**config.mk**
```make
export PLATFORM = sky130hd
export DESIGN_NAME = ddr_rd_channel_sched
export DESIGN_NICKNAME = d
export VERILOG_FILES = /design/src/rtl/ddr_rd_channel_sched.sv
export SDC_FILE = /design/constraint.sdc
export NUM_CORES = 1
export LEC_CHECK = 0
export ABC_CLOCK_PERIOD_IN_PS = 10400
export CAP_MARGIN = 15
export CELL_PAD_IN_SITES_DETAIL_PLACEMENT = 2
export CELL_PAD_IN_SITES_GLOBAL_PLACEMENT = 2
export CORE_MARGIN = 8
export CORE_UTILIZATION = 38
export DETAILED_ROUTE_END_ITERATION = 10
export GPL_ROUTABILITY_DRIVEN = 0
export PLACE_DENSITY = 0.95
export SLEW_MARGIN = 20
export SYNTH_ARGS = -nofsm -noshare
export SYNTH_HDL_FRONTEND = slang
export SYNTH_SLANG_ARGS = --single-unit
```
**constraint.sdc**
```tcl
create_clock -name clk -period 10.4 [get_ports clk]
set_clock_uncertainty 0.15 [all_clocks]
set_input_delay 2.08 -clock clk [delete_from_list [all_inputs] [get_ports clk]]
set_output_delay 2.08 -clock clk [all_outputs]
set_load 0.01 [all_outputs]
```
**src/rtl/ddr_rd_channel_sched.sv**
```systemverilog
`default_nettype none
// ============================================================================
//  Module   : ddr_rd_channel_sched
//  Purpose  : Round-robin arbiter sharing one DDR read engine among slave
//             read channels, with a watchdog for a hung engine.
//  Revision : 1.0 - initial release
// ============================================================================
module ddr_rd_channel_sched #(
    parameter int CH_NUM  = 9,
    parameter int CH_W    = 4,
    parameter int TIMEOUT = 65535
) (
    input  logic              clk,
    input  logic              rst_n,
    input  logic [CH_NUM-1:0] ch_req,
    input  logic [CH_NUM-1:0] ch_en,
    input  logic              rd_idle,
    input  logic              rd_done,
    output logic              rd_start,
    output logic [CH_W-1:0]   read_channal,
    output logic [CH_NUM-1:0] ch_ack,
    output logic              busy,
    output logic              timeout_err
);

    localparam int c_wd_w = (TIMEOUT > 1) ? $clog2(TIMEOUT) : 1;
    localparam logic [c_wd_w-1:0] c_wd_term = c_wd_w'(TIMEOUT - 1);
    localparam logic [CH_W-1:0]   c_ptr_rst = CH_W'(CH_NUM - 1);

    localparam logic [2:0] c_idle  = 3'd0;
    localparam logic [2:0] c_arb   = 3'd1;
    localparam logic [2:0] c_start = 3'd2;
    localparam logic [2:0] c_wait  = 3'd3;
    localparam logic [2:0] c_done  = 3'd4;

    logic [2:0]        r_state;
    logic [2:0]        w_next_state;
    logic [CH_W-1:0]   r_ptr;
    logic [c_wd_w-1:0] r_wd;
    logic [CH_W-1:0]   r_read_channal;
    logic              r_rd_start;
    logic [CH_NUM-1:0] r_ch_ack;
    logic              r_busy;
    logic              r_timeout_err;

    logic [CH_NUM-1:0] w_elig;
    logic              w_grant_found;
    logic [CH_W-1:0]   w_grant_idx;
    logic              w_wd_term;
    logic [CH_NUM-1:0] w_ack_onehot;

    assign w_elig       = ch_req & ch_en;
    assign w_wd_term    = (r_wd == c_wd_term);
    assign w_ack_onehot = CH_NUM'(1) << r_read_channal;

    // Search starts one past the last grant and wraps at CH_NUM-1.
    always_comb begin : p_rr_search
        int              cand;
        logic [CH_W-1:0] cand_idx;
        w_grant_found = 1'b0;
        w_grant_idx   = '0;
        cand          = 0;
        cand_idx      = '0;
        for (int i = 1; i <= CH_NUM; i++) begin
            cand = int'(r_ptr) + i;
            if (cand >= CH_NUM) begin
                cand = cand - CH_NUM;
            end
            cand_idx = CH_W'(cand);
            if (!w_grant_found && w_elig[cand_idx]) begin
                w_grant_found = 1'b1;
                w_grant_idx   = cand_idx;
            end
        end
    end

    always_ff @(posedge clk or negedge rst_n) begin
        if (!rst_n) begin
            r_state <= c_idle;
        end else begin
            r_state <= w_next_state;
        end
    end

    always_comb begin
        w_next_state = r_state;
        case (r_state)
            c_idle: begin
                if (w_grant_found && rd_idle) begin
                    w_next_state = c_arb;
                end
            end
            c_arb:   w_next_state = c_start;
            c_start: w_next_state = c_wait;
            c_wait: begin
                // A completion in the terminal-count cycle still counts as done.
                if (rd_done) begin
                    w_next_state = c_done;
                end else if (w_wd_term) begin
                    w_next_state = c_idle;
                end
            end
            c_done:  w_next_state = c_idle;
            default: w_next_state = c_idle;
        endcase
    end

    always_ff @(posedge clk or negedge rst_n) begin
        if (!rst_n) begin
            r_ptr          <= c_ptr_rst;
            r_wd           <= '0;
            r_read_channal <= '0;
            r_rd_start     <= 1'b0;
            r_ch_ack       <= '0;
            r_busy         <= 1'b0;
            r_timeout_err  <= 1'b0;
        end else begin
            r_rd_start    <= (r_state == c_start);
            r_ch_ack      <= '0;
            r_timeout_err <= 1'b0;
            case (r_state)
                c_idle: begin
                    if (w_grant_found && rd_idle) begin
                        r_read_channal <= w_grant_idx;
                        r_busy         <= 1'b1;
                    end
                end
                c_start: begin
                    r_wd <= '0;
                end
                c_wait: begin
                    if (rd_done) begin
                        r_ch_ack <= w_ack_onehot;
                    end else if (w_wd_term) begin
                        // Advance the pointer so a hung channel cannot starve others.
                        r_timeout_err <= 1'b1;
                        r_busy        <= 1'b0;
                        r_ptr         <= r_read_channal;
                    end else begin
                        r_wd <= r_wd + 1'b1;
                    end
                end
                c_done: begin
                    r_ptr  <= r_read_channal;
                    r_busy <= 1'b0;
                end
                default: begin
                end
            endcase
        end
    end

    assign rd_start     = r_rd_start;
    assign read_channal = r_read_channal;
    assign ch_ack       = r_ch_ack;
    assign busy         = r_busy;
    assign timeout_err  = r_timeout_err;

endmodule
`default_nettype wire

```
==> metrics, run 1 <==
WP data required=10,410 ps; Main synth FF type=dfrtp_1; most frequent cells in the layout=nand2_1 (78), nor2_1 (62), a21oi_1 (45); Core Util, Final=42.54%; crit path launch type=flop; initial antenna violation count=0; Mapped Area=5301 µm²; TritonCTS Sinks=39; reg-to-reg slack, setup=3950 ps; Area growth syn-to-layout=10.53%; Hold WC Path Type=flop to flop; CTS H-tree lvls=2; post-synthesis sequential area ratio=18.43%; final period utilization=62.06%; relative slew slack=35.24%; dpl cell area=5713 µm²; hold path depth=2; Remaining Overflow, GRT=0; Ys Warns=0; Peak Freq=154.9 MHz; row cnt=43; CTS tree=done; Skew-Pair Late Insertion Delay=290 ps; CTS Buffer Depth=2; DR WL/cell=27.54 µm; final hold slack=401.8 ps; Detail Placement HPWL=18.26 mm; Register-to-Register Path Depth=12; Final Cell Area=5859 µm²; Synth Register Bits=39; setup violators final=0; Num CTS Buffers=5; dominant cell type by area after synthesis=dfrtp_1; top post-synthesis cells by area=dfrtp_1 (18%), nand2_1 (5.5%), ha_1 (5.0%), nor2_1 (4.5%), a21oi_1 (4.2%); die height=134.1 µm; Post-Route Setup TNS=0 ps; clock transition at the registers of the reported paths=60 ps; Max Slew Vio Count=0; Synth top area share=17.94%; Worst Tran Pin Value=956.2 ps; Avg Inst Size Synth=7.404 µm²; cts repair resizes=0; Mapped Cells=716; highest net fanout along the worst path=36; critical path class=flop to flop; pin count of the biggest net entering global routing=70; Critical Path AT=6470 ps; root buf cell=clkbuf_16; leading cell type in the layout, fill and taps excluded=nand2_1; Overall Global Routing Usage=27.01%; cts hold-fix bufs=0; share of cells above drive strength 1=6.528%; via count=6,369; first-pass GRT wire length=38.87 mm; ys async rst share=100.0%; port bufs=37; Die X=134.1 µm; 1st-pass router iterations=5; Syn Nets=759; Post-CTS Setup Inserts=0; drt drc=0; Fin. Hold Viols=0; Crit. End Element=flop; Iter 0 DRT Violations=491; RSZ-0062 raised after global routing=false; drt total wl=24.78 mm; Core Region=13,770 µm²; Final Critical Period=6454 ps; Initial Utilization=38.49%; boundary pin count=38; status=complete, no violations; Fillers=1,587; vias in the first global route=6,925; post-synthesis cell type count=92; vias per cell=7.077; Antenna Cells=0; max-cap violations=0; Die ar.=17,990 µm²; Nets=763; Post-synth EDFFs=0; Routed Antenna Nets=0
-- registers in the layout (all words and copies together) (netlist names) --
register,flops
busy,1
r_state,3
rd_start,1
read_channal,4
ch_ack,9
r_ptr,4
r_wd,16
timeout_err,1
-- worst max-delay path, stage by stage (launching register included) --
cell and delay (ps):
dfstp_2 1100, ha_1 910, and2_0 430, o21ai_0 180, mux2i_1 240, a221oi_1 370, a211oi_1 120, a211oi_1 770
nand4bb_1 640, nor4b_1 950, nand2_1 230, nand2_1 130, o21ai_1 70
-- through the flow --
step	worst slack, ps	cells
after global placement	4890	893
after detailed placement	4350	893
after global routing	3815	900
after CTS	4181	900
after floorplan	5693	716
final	3946	900
-- routing by layer --
layer  track usage, %  vias to the layer above  part of all wire (%)
met5                0                        -                     0
met3            3.029                      113                   6.8
met4            16.72                        0                   5.6
met2            47.17                      366                    49
li1                 -                     2703                     -
met1            30.99                     3187                    38
-- cells in the mapped netlist (5+ instances only) --
master     instances
xnor2_1           16
dfrtp_1           38
inv_1             15
a31oi_1           15
nand2_1           78
nor3_1            30
o2111ai_1          5
clkbuf_1          23
a211oi_1          10
nor3b_1           10
a32oi_1            7
nor2_1            63
mux2i_1           16
nand2b_1          18
nor2b_1           12
o21a_1             6
o22ai_1            9
nand3_1           13
or3_1              6
o21ai_0           41
o31ai_1            9
o22a_1             6
nand3b_1           5
o211ai_1          11
nand4_1           12
a21o_1             7
and2_1            16
ha_1              21
a21oi_1           45
buf_2             14
nor4_1             5
xor2_1            15
a22oi_1            9
-- cell type report --
| cell class | count | area [µm²] | share of cell area, % |
|---|---|---|---|
| Inverter | 17 | 63.81 | 1.089 |
| Sequential cell | 39 | 978.4 | 16.70 |
| Clock buffer | 6 | 138.9 | 2.370 |
| Multi-Input combinational cell | 613 | 4030 | 68.78 |
| Clock inverter | 1 | 5.005 | 0.08542 |
| Timing Repair Buffer | 44 | 417.9 | 7.132 |
| Tap cell | 180 | 225.2 | 3.844 |
-- final timing paths --
| check | endpoint | from |
|---|---|---|
| worst min register to register | r_wd[10] | r_wd[10] |
| min in group asynchronous | ch_ack[2] | rst_n |
| worst max-delay path | read_channal[3] | r_ptr[3] |
| worst min-delay path | r_wd[10] | r_wd[10] |
| max in group asynchronous | r_ptr[0] | rst_n |
| worst max register to register | read_channal[3] | r_ptr[3] |
-- cell families after synthesis --
family          count (synthesis)  synth area share, %
compound gates                243                32.55
xor+xnor                       31                5.122
fa+ha+maj                      21                4.956
buf+inv                        64                5.593
flops                          39                18.43
mux                            21                4.508
simple gates                  297                28.84
Power of run 1 is left out: the tool's default activity adds up to more than one toggle a clock period on the data nets, which glitch-free logic cannot reach.
==> run 2: changes to the inputs <==
Settings changed: ABC_CLOCK_PERIOD_IN_PS 10400 to 5700, CORE_UTILIZATION 38 to 32, PLACE_DENSITY 0.95 to 0.88.
Clock period 10.4 ns to 5.7 ns, I/O delays scaled along.
==> metrics, run 2 (same netlist as run 1, synthesis figures left out) <==
pin count of the biggest net entering global routing=42; Die ar.=20,940 µm²; Remaining Overflow, GRT=0; leading cell type in the layout, fill and taps excluded=nand2_1; via count=6,235; Hold EP=r_wd[13]; Critical Path AT=5220 ps; RSZ-0062 raised after global routing=false; drt drc=0; status=complete, no violations; Core Region=16,410 µm²; Die X=144.7 µm; most frequent cells in the layout=nand2_1 (78), nor2_1 (62), a21oi_1 (45); critical path class=flop to flop; share of cells above drive strength 1=7.808%; CTS tree=done; Largest register FFs=16; Register-to-Register Path Depth=13; hold wc startpoint=r_wd[13]; RR Endpoint=read_channal[1]; crit path launch type=flop; root buf cell=clkbuf_16; Post-CTS Setup Inserts=0; initial antenna violation count=0; Crit. End Element=flop; Overall Global Routing Usage=23.47%; Num CTS Buffers=5; max-cap violations=0; vias in the first global route=6,711; row cnt=47; first-pass GRT wire length=38.27 mm; vias per cell=6.563; Hold WC Path Type=flop to flop; Biggest register=r_wd; DR WL/cell=25.94 µm; Skew-Pair Late Insertion Delay=290 ps; boundary pin count=38; hold path depth=2; final period utilization=91.54%; highest net fanout along the worst path=12; Max Slew Vio Count=0; port bufs=37; Detail Placement HPWL=18.47 mm; CTS Buffer Depth=2; relative slew slack=39.36%; Peak Freq=191.6 MHz; setup violators final=0; Antenna Cells=0; CTS H-tree lvls=2; Post-Route Setup TNS=0 ps; reg-to-reg slack, setup=480 ps; Non-Filler Instances=950; Iter 0 DRT Violations=509; cts repair resizes=0; 1st-pass router iterations=5; clock transition at the registers of the reported paths=70 ps; die height=144.7 µm; Worst R2R Start=r_ptr[3]; WP data required=5710 ps; drt total wl=24.64 mm; CP startpoint=r_ptr[3]; Routed Antenna Nets=0; Nets=772; Fin. Hold Viols=0; dpl cells=942; Final Critical Period=5218 ps; TritonCTS Sinks=39; Worst Tran Pin Value=909.5 ps; cts hold-fix bufs=0; Initial Utilization=32.31%; Area growth syn-to-layout=13.31%
==> run 2: layout make-up <==
| type | instances | area [µm²] |
|---|---|---|
| clock buffer | 6 | 138.9 |
| timing repair buffer | 53 | 485.5 |
| clock inverter | 2 | 35.03 |
| sequential | 39 | 978.4 |
| tap | 220 | 275.3 |
| multi-input combinational | 613 | 4030 |
| fill | 1937 | 10400 |
| inverter | 17 | 63.81 |
==> run 2: how the worst max path moves through the flow <==
stage,end,slack (ps),depth (start not counted)
4_1_cts,read_channal[1],660,13
5_1_grt,read_channal[1],220,13
6_report,read_channal[1],480,13
2_1_floorplan,read_channal[3],1220,19
3_3_place_gp,read_channal[3],1050,12
3_5_place_dp,read_channal[1],680,13
==> run 2: metrics by stage <==
stage	cell area, µm²	hold slack [ps]	utilization, %	setup WS, ps
floorplan	5301	345.7	-	1221
global placement	5831	365.0	35.54	1047
detailed placement	5831	407.0	35.54	684.1
CTS	6005	420.4	36.60	661.1
global route	6007	449.1	36.61	221.2
finish	6007	417.7	36.61	482.0
==> run 2: per-layer routing <==
metal	vias to the layer above	wire length (µm)	global-route usage, %
met5	-	0	0
met4	0	841	8.872
met3	68	1365	2.657
met2	260	12460	43.02
met1	3187	9976	27.39
li1	2720	-	-
==> run 2: critical path, stage by stage (launching register included) <==
cell and delay, ps:
dfstp_2 740, clkinv_1 340, ha_1 400, a21oi_1 420, o21a_1 280, mux2i_1 380, o211ai_1 180, o2111ai_1 220
and4_1 350, nand4bb_1 400, nor4b_1 870, nand2_1 110, mux2i_1 180, a31oi_1 60
Power of run 2 is left out for the same reason.
